[src/rtl/bram_burst_master.sv]
// Burst master for a single 32-bit BRAM port: accepts write/read burst commands,
// streams write data straight to the BRAM and returns read data through a 2-entry skid FIFO.
`timescale 1ns/1ps
module bram_burst_master #(
    parameter int C_PORT_DWIDTH = 32,
    parameter int C_PORT_AWIDTH = 32,
    parameter int C_NUM_WE      = 4,
    parameter int C_MEMSIZE     = 'h10000
) (
    input  logic                     Clk,
    input  logic                     Rst,
    input  logic                     Cmd_Valid,
    output logic                     Cmd_Ready,
    input  logic                     Cmd_Write,
    input  logic [0:C_PORT_AWIDTH-1] Cmd_Addr,
    input  logic [0:8]               Cmd_Len,
    input  logic                     Wr_Valid,
    output logic                     Wr_Ready,
    input  logic [0:C_PORT_DWIDTH-1] Wr_Data,
    input  logic [0:C_NUM_WE-1]      Wr_BE,
    output logic                     Rd_Valid,
    input  logic                     Rd_Ready,
    output logic [0:C_PORT_DWIDTH-1] Rd_Data,
    output logic                     Done,
    output logic                     Err,
    output logic                     BRAM_Clk_A,
    output logic                     BRAM_Rst_A,
    output logic                     BRAM_EN_A,
    output logic [0:C_NUM_WE-1]      BRAM_WEN_A,
    output logic [0:C_PORT_AWIDTH-1] BRAM_Addr_A,
    output logic [0:C_PORT_DWIDTH-1] BRAM_Dout_A,
    input  logic [0:C_PORT_DWIDTH-1] BRAM_Din_A
);

    localparam int AW = C_PORT_AWIDTH;
    localparam int DW = C_PORT_DWIDTH;
    localparam logic [AW-1:0] OFFSET_MASK = AW'(C_MEMSIZE - 1);

    typedef enum logic [2:0] {IDLE, WRITE, READ, DRAIN, DONE} state_t;

    state_t          state;
    logic [8:0]      remaining;
    logic [AW-1:0]   addr;
    logic            in_flight;
    logic [DW-1:0]   fifo_mem [2];
    logic            fifo_wr_ptr;
    logic            fifo_rd_ptr;
    logic [1:0]      fifo_count;

    logic [AW-1:0]   cmd_addr;
    logic [8:0]      cmd_len;
    logic            cmd_accept;
    logic            cmd_bad;
    logic            wr_issue;
    logic            rd_issue;
    logic            pop;
    logic [1:0]      pending;
    logic [AW-1:0]   addr_next;

    always_comb begin
        cmd_addr   = Cmd_Addr;
        cmd_len    = Cmd_Len;
        cmd_accept = Cmd_Valid && Cmd_Ready && (state == IDLE);
        cmd_bad    = (cmd_len == 9'd0) || (cmd_len > 9'd256) || (cmd_addr[1:0] != 2'b00);
        pop        = (fifo_count != 2'd0) && Rd_Ready;
        // Occupancy seen by the issue logic already discounts this cycle's pop,
        // which is what sustains one word per clock with Rd_Ready held high.
        pending    = {1'b0, in_flight} + fifo_count - {1'b0, pop};
        wr_issue   = Wr_Valid && Wr_Ready;
        rd_issue   = (state == READ) && (remaining != 9'd0) && (pending < 2'd2);
        addr_next  = (addr & ~OFFSET_MASK) | ((addr + AW'(4)) & OFFSET_MASK);
    end

    assign Wr_Ready    = (state == WRITE) && (remaining != 9'd0);
    assign BRAM_EN_A   = wr_issue || rd_issue;
    assign BRAM_WEN_A  = wr_issue ? Wr_BE : '0;
    assign BRAM_Dout_A = wr_issue ? Wr_Data : '0;
    assign BRAM_Addr_A = addr;
    assign BRAM_Clk_A  = Clk;
    assign BRAM_Rst_A  = Rst;
    assign Rd_Valid    = (fifo_count != 2'd0);
    assign Rd_Data     = fifo_mem[fifo_rd_ptr];

    always_ff @(posedge Clk or posedge Rst) begin
        if (Rst) begin
            state     <= IDLE;
            Cmd_Ready <= 1'b1;
            Done      <= 1'b0;
            Err       <= 1'b0;
            remaining <= '0;
            addr      <= '0;
            in_flight <= 1'b0;
        end else begin
            Done      <= 1'b0;
            Err       <= 1'b0;
            in_flight <= rd_issue;
            if (wr_issue || rd_issue) begin
                addr      <= addr_next;
                remaining <= remaining - 9'd1;
            end
            case (state)
                IDLE: begin
                    if (cmd_accept) begin
                        Cmd_Ready <= 1'b0;
                        if (cmd_bad) begin
                            state <= DONE;
                            Done  <= 1'b1;
                            Err   <= 1'b1;
                        end else begin
                            addr      <= cmd_addr;
                            remaining <= cmd_len;
                            state     <= Cmd_Write ? WRITE : READ;
                        end
                    end
                end
                WRITE: begin
                    if (wr_issue && (remaining == 9'd1)) begin
                        state <= DONE;
                        Done  <= 1'b1;
                    end
                end
                READ: begin
                    if (remaining == 9'd0) state <= DRAIN;
                end
                DRAIN: begin
                    if (!in_flight && (fifo_count == 2'd0)) begin
                        state <= DONE;
                        Done  <= 1'b1;
                    end
                end
                DONE: begin
                    state     <= IDLE;
                    Cmd_Ready <= 1'b1;
                end
                default: begin
                    state     <= IDLE;
                    Cmd_Ready <= 1'b1;
                end
            endcase
        end
    end

    // Read data lands one cycle after its issue; capture it then.
    always_ff @(posedge Clk or posedge Rst) begin
        if (Rst) begin
            fifo_mem[0] <= '0;
            fifo_mem[1] <= '0;
            fifo_wr_ptr <= 1'b0;
            fifo_rd_ptr <= 1'b0;
            fifo_count  <= '0;
        end else begin
            if (in_flight) begin
                fifo_mem[fifo_wr_ptr] <= BRAM_Din_A;
                fifo_wr_ptr           <= ~fifo_wr_ptr;
            end
            if (pop) fifo_rd_ptr <= ~fifo_rd_ptr;
            fifo_count <= fifo_count + {1'b0, in_flight} - {1'b0, pop};
        end
    end

endmodule

[config.mk]
export PLATFORM = sky130hd
export DESIGN_NAME = bram_burst_master
export DESIGN_NICKNAME = d
export VERILOG_FILES = /design/src/rtl/bram_burst_master.sv
export SDC_FILE = /design/constraint.sdc
export NUM_CORES = 1
export LEC_CHECK = 0
export CAP_MARGIN = 0
export CORE_UTILIZATION = 49
export CTS_BUF_LIST = sky130_fd_sc_hd__clkbuf_4 sky130_fd_sc_hd__clkbuf_8
export DETAILED_ROUTE_END_ITERATION = 8
export PLACE_DENSITY = 0.89
export SLEW_MARGIN = 20
export SYNTH_ARGS = -nofsm -noshare
export SYNTH_HDL_FRONTEND = slang
export SYNTH_SLANG_ARGS = --single-unit
[constraint.sdc]
create_clock -name Clk -period 10.45 [get_ports Clk]
set_input_delay 2.6125 -clock Clk [delete_from_list [all_inputs] [get_ports Clk]]
set_output_delay 2.6125 -clock Clk [all_outputs]
set_load 0.03 [all_outputs]
==> results.txt <==
status: completed
DRC: 0
Worst Path Max Fanout: 2
Yosys cell types: 55
syn_nets: 583
Yosys reg bits: 116
DP HPWL: 10900 µm
Final Util: 76.5%
first-pass GRT wire length: 23900 µm
1st-iter DRT viols: 254
CTS clk-pin slew, worst paths: 0.07 ns
Synth area leaders: dfrtp_1, mux2_2, and2_1, xor2_1, nand2_1
max-slew violation count: 0
Ant. Diodes: 0
clock network power share: 19.5%
crit path from: Clk
R2R cell count: 10
leakage power: 3.42 nW
Post-synth EDFFs: 0
critical path startpoint category: clock port
Req. time, crit path: 7.84 ns
Pre-antenna DRT Iters: 4
total negative slack: 0 ns
met2 GRT Util: 46.4%
standard-cell rows: 38
Final Hold Viols: 0
Hold Buf Count CTS: 0
register area share after synthesis: 51.3%
Setup Crit Path Kind: clk -> out
PortBufs: 222
met1 Track Usage GR: 28.9%
top_reg_cell synth: dfrtp_1
leading cell type by number of instances after synthesis: dfrtp_1
Die ar.: 12000 µm²
hold_sp: Cmd_Ready
switching share of power: 38.7%
Yosys top cell area share: 50.9%
Slew headroom: 34.2%
Max Cap Viol: 0
hold crit path type: reg -> reg
Die Span X: 109 µm
commonest cells in the netlist: dfrtp_1, mux2_2, and2_1
Pint: 1.53 mW
area grow syn2layout: 49.2%
initial cell density of the core: 51.3%
Worst-Margin Slew: 0.984 ns
Cell Count Post-Placement: 803
vias per inst: 5.33
crit path capture type: primary output
core area: 11000 µm²
cell taking the most area after synthesis: dfrtp_1
final setup violation count: 0
Skew-Pair Late Insertion Delay: 0.54 ns
number of setup buffers added after CTS: 0
syn avg cell area: 12.2 µm²
Die Y: 109 µm
RSZ-0062 raised after global routing: false
pin count of the biggest net entering global routing: 61
antenna viol nets, final: 0
Critical R2R Capture: BRAM_Addr_A[18]
nets: 805
power per cell area: 297 nW/µm²
Routed WL: 15300 µm
Reg-to-Reg Start: fifo_count[0]
CTS tree: yes
Flop pwr share: 31.7%
power share of the combinational group: 48.8%
share of cells above drive strength 1: 24.1%
via count: 4458
CP Data Arrival Time: 6.04 ns
yosys warns: 0
initial antenna violation count: 0
reg2reg setup slack: 7.40 ns
Finished Layout Cells: 837
Hold Slack: 0.483 ns
GR Util met3: 11.0%
placed instance area: 7970 µm²
grt total ovfl: 0
Routed wire per std cell: 18.2 µm
async set-or-reset flop fraction in the synthesized netlist: 100%
Mapped Area: 5660 µm²
Final Wtd Congestion: 0.884
I/O pins: 223
vias in the first global route: 4876
Sw Pwr: 0.967 mW
Max rail drop VDD: 0.000191 V
Post-Layout Inst Area: 8440 µm²
GRT Overall Usage: 27.0%
layer with the highest usage: met2
Worst Skew: 0.0111 ns
Post-Syn Instances: 463
Setup crit end: BRAM_Clk_A
post-cts resize count: 0
[final cells by class]
cell class                 instances  area [µm²]
inverter                          10        40.0
tap                              140         175
sequential                       116        2900
clock inverter                     8         125
multi-input combinational        311        2600
fill                             729        2590
timing repair buffer             225        2240
clock buffer                      27         349
[per-stage QoR]
step | setup slack (ns) | total power, mW
after floorplan | 2.47 | 1.61
after global placement | 2.05 | 1.99
after detailed placement | 2.05 | 2.03
after CTS | 1.79 | 2.52
after global routing | 1.78 | 2.63
final | 1.80 | 2.50
[metal layers]
| layer | vias up | routed length, µm |
|---|---|---|
| met2 | 203 | 7790 |
| met5 | - | 0 |
| met1 | 2150 | 5700 |
| met3 | 35 | 1400 |
| met4 | 0 | 389 |
| li1 | 2070 | - |
[layout by cell type (no fill, tap or decap), types with 5 or more instances in the layout]
master / synthesis / layout
and2_1: 38 / 38
clkbuf_8: 0 / 23
clkdlybuf4s50_1: 0 / 222
dfrtp_1: 115 / 115
ha_1: 5 / 5
inv_1: 10 / 9
mux2_2: 113 / 113
nand2_1: 31 / 31
nand3_1: 7 / 7
nand4_1: 7 / 7
nor2_1: 10 / 10
nor2b_1: 6 / 5
nor4_1: 8 / 8
o21ai_0: 12 / 12
o21ai_1: 13 / 13
xor2_1: 15 / 15
[critical path: stages]
cell and delay (ns):
clkbuf_8 0.11, clkbuf_8 0.12, clkdlybuf4s50_1 0.58
[worst min-delay path by stage]
stage	endpoint	slack, ns	depth (start not counted)
finish	Cmd_Ready	0.48	2
global route	Cmd_Ready	0.51	2
CTS	Cmd_Ready	0.48	2
detailed placement	Cmd_Ready	0.48	2
global placement	Cmd_Ready	0.47	2
floorplan	fifo_wr_ptr	0.46	1
[registers in the layout, summed over array words and instances (netlist names)]
register / flops
fifo_mem: 64
BRAM_Addr_A: 32
remaining: 9
state: 3
fifo_count: 2
Cmd_Ready: 1
Done: 1
Err: 1
fifo_rd_ptr: 1
fifo_wr_ptr: 1
in_flight: 1
[cell families after synthesis]
group                    Yosys count  synth area share (%)
AND/OR/NAND/NOR                  132                  14.0
flip-flops                       116                  51.3
multiplexers                     115                  22.9
AO/OA/AOI/OAI                     39                  4.43
buffers and inverters             36                  2.88
XOR/XNOR                          20                  3.38
adder cells (fa/ha/maj)            5                  1.11
[power by group through the flow]
stage	combinational, mW	sequential, mW	clock (mW)
final	1.22	0.794	0.488
after global routing	1.30	0.822	0.515
after CTS	1.23	0.794	0.497
after detailed placement	1.22	0.798	0.0159
after global placement	1.20	0.778	0.0159
after floorplan	0.736	0.857	0.0143
Power figures use the tool's default switching activity.
